### src/rtl/multdiv_seq.sv
// multdiv_seq: iterative signed multiply (shift-add) / divide (restoring) unit, one bit per cycle
module multdiv_seq #(
   parameter int WIDTH = 32
) (
   input  logic             clock,
   input  logic             reset,
   input  logic [WIDTH-1:0] data_operandA,
   input  logic [WIDTH-1:0] data_operandB,
   input  logic             ctrl_MULT,
   input  logic             ctrl_DIV,
   output logic [WIDTH-1:0] data_result,
   output logic             data_exception,
   output logic             data_resultRDY,
   output logic             busy
);
   localparam int CW = $clog2(WIDTH + 1);
   typedef enum logic [1:0] {IDLE, MUL, DIV, DONE} stateT;
   stateT state, nextState;
   logic [CW-1:0] iterCnt;
   logic [WIDTH-1:0] opM, acc, lo, magA, magB, divRes;
   logic negRes, divGe, divExc, mulExc;
   logic [WIDTH:0] mulSum, divShift, divDiff;
   logic [2*WIDTH-1:0] prodMag, prodS;
   always_comb begin
      nextState = IDLE;
      if (ctrl_MULT) nextState = MUL;
      else if (ctrl_DIV) nextState = DIV;
      else if (state == MUL || state == DIV) nextState = (iterCnt == '0) ? DONE : state;
   end
   // opM is the multiplicand or divisor magnitude; lo holds multiplier bits or the forming quotient
   always_comb begin
      magA = data_operandA[WIDTH-1] ? -data_operandA : data_operandA;
      magB = data_operandB[WIDTH-1] ? -data_operandB : data_operandB;
      mulSum = {1'b0, acc} + {1'b0, lo[0] ? opM : '0};
      divShift = {acc, lo[WIDTH-1]};
      divDiff = divShift - {1'b0, opM};
      divGe = ~divDiff[WIDTH];
      prodMag = {acc, lo};
      prodS = negRes ? -prodMag : prodMag;
      mulExc = ~(&prodS[2*WIDTH-1:WIDTH-1]) & (|prodS[2*WIDTH-1:WIDTH-1]);
      divRes = (opM == '0) ? '0 : negRes ? -lo : lo;
      divExc = (opM == '0) | (~negRes & lo[WIDTH-1]);
   end
   always_ff @(posedge clock or posedge reset) begin
      if (reset) state <= IDLE;
      else state <= nextState;
   end
   always_ff @(posedge clock or posedge reset) begin
      if (reset) begin
         iterCnt <= '0;
         opM <= '0;
         acc <= '0;
         lo <= '0;
         negRes <= 1'b0;
         data_result <= '0;
         data_exception <= 1'b0;
      end else if (ctrl_MULT || ctrl_DIV) begin
         opM <= ctrl_MULT ? magA : magB;
         lo <= ctrl_MULT ? magB : magA;
         acc <= '0;
         iterCnt <= CW'(WIDTH);
         negRes <= data_operandA[WIDTH-1] ^ data_operandB[WIDTH-1];
      end else if (state == MUL) begin
         if (iterCnt != '0) begin
            acc <= mulSum[WIDTH:1];
            lo <= {mulSum[0], lo[WIDTH-1:1]};
            iterCnt <= iterCnt - CW'(1);
         end else begin
            data_result <= prodS[WIDTH-1:0];
            data_exception <= mulExc;
         end
      end else if (state == DIV) begin
         if (iterCnt != '0) begin
            acc <= divGe ? divDiff[WIDTH-1:0] : divShift[WIDTH-1:0];
            lo <= {lo[WIDTH-2:0], divGe};
            iterCnt <= iterCnt - CW'(1);
         end else begin
            data_result <= divRes;
            data_exception <= divExc;
         end
      end
   end
   assign busy = (state == MUL) || (state == DIV);
   assign data_resultRDY = (state == DONE);
endmodule

### config.mk
export PLATFORM = sky130hd
export DESIGN_NAME = multdiv_seq
export DESIGN_NICKNAME = d
export VERILOG_FILES = /design/src/rtl/multdiv_seq.sv
export SDC_FILE = /design/constraint.sdc
export NUM_CORES = 1
export LEC_CHECK = 0
export CELL_PAD_IN_SITES_DETAIL_PLACEMENT = 0
export CELL_PAD_IN_SITES_GLOBAL_PLACEMENT = 1
export CORE_MARGIN = 5
export CORE_UTILIZATION = 41
export DETAILED_ROUTE_END_ITERATION = 7
export GPL_TIMING_DRIVEN = 0
export HOLD_SLACK_MARGIN = 0.1
export PLACE_DENSITY_LB_ADDON = 0.12
export SLEW_MARGIN = 20
export SYNTH_ARGS = -nofsm -noshare
export SYNTH_HDL_FRONTEND = slang
export SYNTH_SLANG_ARGS = --single-unit
### constraint.sdc
create_clock -name clock -period 5.1 [get_ports clock]
set_input_delay 1.275 -clock clock [delete_from_list [all_inputs] [get_ports clock]]
set_output_delay 1.275 -clock clock [all_outputs]
set_load 0.02 [all_outputs]
After elaboration in Yosys (flattened, before gate mapping)
Index checks and enable logic that the tools add are counted.
{"block": "word_totals", "register_bits": 138, "in_bits": 68, "out_inout_bits": 35, "elab_cells": 75}
{"block": "classes", "addsub": 7, "n_eq_ne": 4, "n_mux": 35, "bitwise_logic": 9, "reduce_logical": 12}
{"op": "32-bit two-way mux", "count": 22}
{"op": "32-bit negation", "count": 3}
{"op": "64-bit two-way mux", "count": 1}
{"op": "64-bit negation", "count": 1}
{"op": "32-bit by 32-bit adder with 33-bit output", "count": 1}
{"op": "33-bit AND reduction", "count": 1}
{"op": "33-bit OR reduction", "count": 1}
{"op": "33-bit by 32-bit subtractor with 33-bit output", "count": 1}
{"op": "32-bit zero test", "count": 1}
{"op": "6-bit two-way mux", "count": 4}
{"op": "2-bit two-way mux", "count": 4}
{"op": "6-bit zero test", "count": 1}
{"op": "6-bit nonzero test", "count": 1}
{"op": "6-bit by 1-bit subtractor with 6-bit output, second input constant", "count": 1}
{"op": "1-bit NOT", "count": 5}
{"op": "2-bit == test, second input constant", "count": 2}
{"op": "1-bit two-way mux", "count": 4}
{"op": "4-bit by 3-bit inequality test with 1-bit output, second input constant", "count": 1}
{"op": "2-bit nonzero test", "count": 2}
{"op": "3-bit AND reduction", "count": 1}
{"op": "3-bit nonzero test", "count": 1}
{"op": "1-bit AND", "count": 2}
{"op": "2-bit by 1-bit == test with 1-bit output, second input constant", "count": 1}
{"op": "1-bit logical OR", "count": 2}
{"op": "3 further kinds", "count": 3}

Logic depth before layout (Yosys ltp)
{"block": "depth", "ltp_word": 7, "depth_mapped": 15, "depth_no_buf": 14}

Worst setup path before layout
No wires, ideal clock.
{"block": "synth_timing", "kind": "input to register", "from": "input data_operandB[4]", "to": "register opM[29]", "setup_ns": 0.118, "arrival_ns": 3.999, "required_ns": 4.982, "slack_ns": 0.983, "cell_stages": 10, "n_path_buf": 0, "path_cell_list": "nor4_1 -> nand3_1 -> or4_1 -> or4_1 -> nand2b_1 -> or3_1 -> o31ai_1 -> xor2_1 -> a211oi_1 -> a21o_1"}
{"block": "synth_between", "elab_chain_len": 3}
{"item": "start: declaration", "line_no": "8", "text": "input logic [WIDTH-1:0] data_operandB,"}
{"item": "32-bit negation", "line_no": "33", "text": "magB = data_operandB[WIDTH-1] ? -data_operandB : data_operandB;"}
{"item": "32-bit two-way mux", "line_no": "33"}
{"item": "32-bit two-way mux", "line_no": "58", "text": "opM <= ctrl_MULT ? magA : magB;"}
{"item": "end signal: assignment", "line_no": "58"}
{"item": "end: declaration", "line_no": "20", "text": "logic [WIDTH-1:0] opM, acc, lo, magA, magB, divRes;"}
Every way passes these cells.
A chain may end at the register's enable or synchronous reset.

Worst setup path after layout
{"block": "layout_timing", "from": "register acc[0]", "to": "register acc[20]"}
{"block": "layout_between", "elab_chain_len": 6, "elab_cells_between_ends": 8, "classes_between": "add/sub (2); mux (6)"}
{"item": "start: declaration", "line_no": "20"}
{"item": "start signal: assignment", "line_no": "65", "text": "acc <= mulSum[WIDTH:1];"}
{"item": "start signal: assignment", "line_no": "74", "text": "acc <= divGe ? divDiff[WIDTH-1:0] : divShift[WIDTH-1:0];"}
{"item": "33-bit by 32-bit subtractor with 33-bit output", "line_no": "36", "text": "divDiff = divShift - {1'b0, opM};"}
{"item": "32-bit two-way mux", "line_no": "74"}
{"item": "32-bit two-way mux", "line_no": "73", "text": "if (iterCnt != '0) begin"}
{"item": "32-bit two-way mux", "line_no": "72", "text": "end else if (state == DIV) begin"}
{"item": "32-bit two-way mux *", "line_no": "63", "text": "end else if (state == MUL) begin"}
{"item": "32-bit two-way mux *", "line_no": "57", "text": "end else if (ctrl_MULT || ctrl_DIV) begin"}
Every way passes the cells marked *; elsewhere a longest branch is shown, timed or not. The select of a mux whose other input is x is not followed.

==> reports/qor.csv <==
metric,value,unit
status,finished clean,
FP Rows,66,
H-tree levels,4,
Area Overhead vs Synth,16.67,%
critical-path cell list,"inv_1, fa_1, nand2b_1, a21oi_1, o41a_1, a41oi_1, a211o_1, a211oi_4, buf_2, clkbuf_2, mux2i_1, a21oi_1",
most frequent CP cell,a21oi_1,
1st-iter DRT viols,1313,
required time of the critical path,5.43,ns
endpoint class of the critical path,register,
total gr overflow,0,
nets@finish,2023,
DR DRC count,0,
Worst Skew,0.02514,ns
overall power,0.004976,W
maximum VDD drop,0.0002769,V
Max-Cap Viols,0,
LEAKAGE,6.664,nW
IO Pins,103,
final setup violation count,0,
"Cell Area, Synth",13580,µm²
FMAX,0.2009,GHz
area share of the largest cell type after synthesis,25.42,%
DRT Pass-1 Iters,6,
Yosys warning total,0,
ys async rst share,100.0,%
WL per Instance,23.81,µm
CTS max path bufs,2,
Synth Area per Inst,7.713,µm²
Slew headroom,25.43,%
syn nets,1902,
Worst setup SP type,register,
Die Width,192.0,µm
pwr/cell area,314.0,nW/µm²
post-placement cell count,2306,
crit share post-route,97.61,%
"Clk pin slew, worst setup/hold paths",0.07,ns
Std-Cell Core Area,32620,µm²
Placer Congestion,0.9480,
most area-hungry cell type in the Yosys netlist,dfrtp_1,
Die Area,36870,µm²
sequential area share after synthesis,25.42,%
Final Cell Area,15850,µm²
prevailing post-synth register cell,dfrtp_1,
worst r2r path cells,12,
launch point of the worst path,acc[0],
initial core utilization,41.64,%
top post-synthesis cells by area,"dfrtp_1 (25%), ha_1 (6.5%), o21ai_0 (6.4%)",
Netlist cell types,75,
Post-synth top cells,"nand2_1 (188), o21ai_0 (173), nor2_1 (147), dfrtp_1 (138), a21oi_1 (116)",
max-slew violations,0,
Final min period,4.978,ns
largest net degree at the start of global routing,80,
CTS tree,built,
number of global-route vias before repair,13910,
Vias,14400,
hpwl dp,44.07,mm
setup_tns,0,ns
Crit Path Class,register to register,
final hold viol count,0,
GRT Total Usage,29.98,%
routed vias/inst,6.162,
Post-synth EDFFs,0,
crit path to,acc[20],
IO buf count,102,
Finished Layout Cells,2337,
antenna-violating nets left,0,
CTS Sinks,138,
Die Height,192.0,µm
Hold Crit Class,register to register,
CTS root buf,clkbuf_16,
end of the worst register-to-register path,acc[20],
Worst R2R Setup Slack,0.12,ns
hold buffers post-CTS,0,
slew at the pin closest to its max-slew limit,1.105,ns
Crit-path slowest cell,dfrtp_1,
Post-Syn Instances,1761,
most numerous cell in the Yosys netlist,nand2_1,
diodes inserted,0,
Critical Path AT,5.31,ns
RSZ-0062 raised after global routing,no,
Worst-Skew Late Latency,0.46,ns
worst stage delay on the critical path,0.64,ns
hold slack,0.4781,ns
#FFs+latches synth,138,
CTS Buf Count,17,
layout cell share with drive strength beyond 1,3.747,%
DP Area,15200,µm²
post-CTS setup repair buffer count,0,
first-pass GRT wire length,84.10,mm
initial antenna violation count,0,
crit-path max FO,10,
R2R Path Start,acc[0],
final wirelength,55.65,mm
final cells by class:
type | count | area (µm²)
fillers | 3266 | 16770
clock inverters | 14 | 177.7
inverters | 65 | 255.2
multi-input cells | 1444 | 9470
plain buffers | 113 | 450.4
clock buffers | 18 | 439.2
repair buffers | 103 | 1049
well taps | 442 | 553.0
flip-flops and latches | 138 | 3453
where the power goes:
group          switching (W)  internal [W]
clock network       0.000593      0.000757
logic                0.00131      0.000827
registers           0.000208       0.00128
worst max-delay path, delay by kind of cell (launching register included):
kind	cells	cell delay (ns)
and+or+nand+nor	1	0.20
buffers and inverters	3	1.12
muxes	1	0.30
DFF	1	0.64
AOI/OAI and AO/OA	6	2.07
adders and majority gates	1	0.49
how the worst min path moves through the flow:
stage                          from              end  slack, ns  cells past startpoint
floorplan                iterCnt[5]       iterCnt[5]       0.49                      2
finish              data_result[23]  data_result[23]       0.48                      2
detailed placement  data_result[23]  data_result[23]       0.47                      2
CTS                 data_result[23]  data_result[23]       0.48                      2
global placement     data_result[9]   data_result[9]       0.47                      2
global route        data_result[23]  data_result[23]       0.50                      2
cells in the final DEF, fill, tap and decap left out, types with 11 or more instances in the layout:
master           Yosys  routed
and3_1              11      11
a211oi_1            77      76
nor2b_1             15      15
nor2_1             147     147
o21ai_0            173     173
a21o_1              44      44
ha_1                71      71
xnor2_1             82      82
a21oi_1            116     116
or3_1               25      25
o41ai_1             21      21
clkdlybuf4s50_1      0     102
buf_1               17      15
nor3_1              30      30
o31ai_1             42      42
nand3_1             31      31
mux2i_1             59      59
nand2_1            188     188
xor2_1              83      83
or4_1               27      27
nor4_1              27      24
nand2b_1            19      19
dfrtp_1            138     138
clkbuf_16            0      17
a31oi_1             16      16
inv_1               64      62
clkbuf_1            92      89
stage by stage:
stage,util [%],worst slack [ns]
CTS,48.53,0.02236
global route,48.58,0.03899
floorplan,-,0.1288
detailed placement,46.59,-0.5616
global placement,46.47,-2.365
finish,48.58,0.1221
logic make-up after synthesis:
logic type	synth area share, %
buf+inv	5.085
fa+ha+maj	6.835
flops	25.42
xor+xnor	10.64
compound gates	27.08
mux	4.597
simple gates	20.34
registers in the layout, summed over array words and instances, names as in the netlist:
| name | flops |
|---|---|
| acc | 32 |
| lo | 32 |
| negRes | 1 |
| data_result | 32 |
| opM | 32 |
| data_exception | 1 |
| state | 2 |
| iterCnt | 6 |
what timing repair did:
action	4_1_cts	5_1_grt
cloned	0	0
setup endpoints to repair	22	17
resized for setup	6	10
pin swaps	0	1
metal layers:
| layer | part of all wire [%] | GRT usage, % | vias to the layer above |
|---|---|---|---|
| met5 | 0 | 0 | - |
| met2 | 46 | 48.63 | 615 |
| met1 | 43 | 39.55 | 6951 |
| met4 | 4.8 | 12.75 | 0 |
| met3 | 6.3 | 5.016 | 125 |
| li1 | - | - | 6709 |
(Power assumes the default switching activity.)
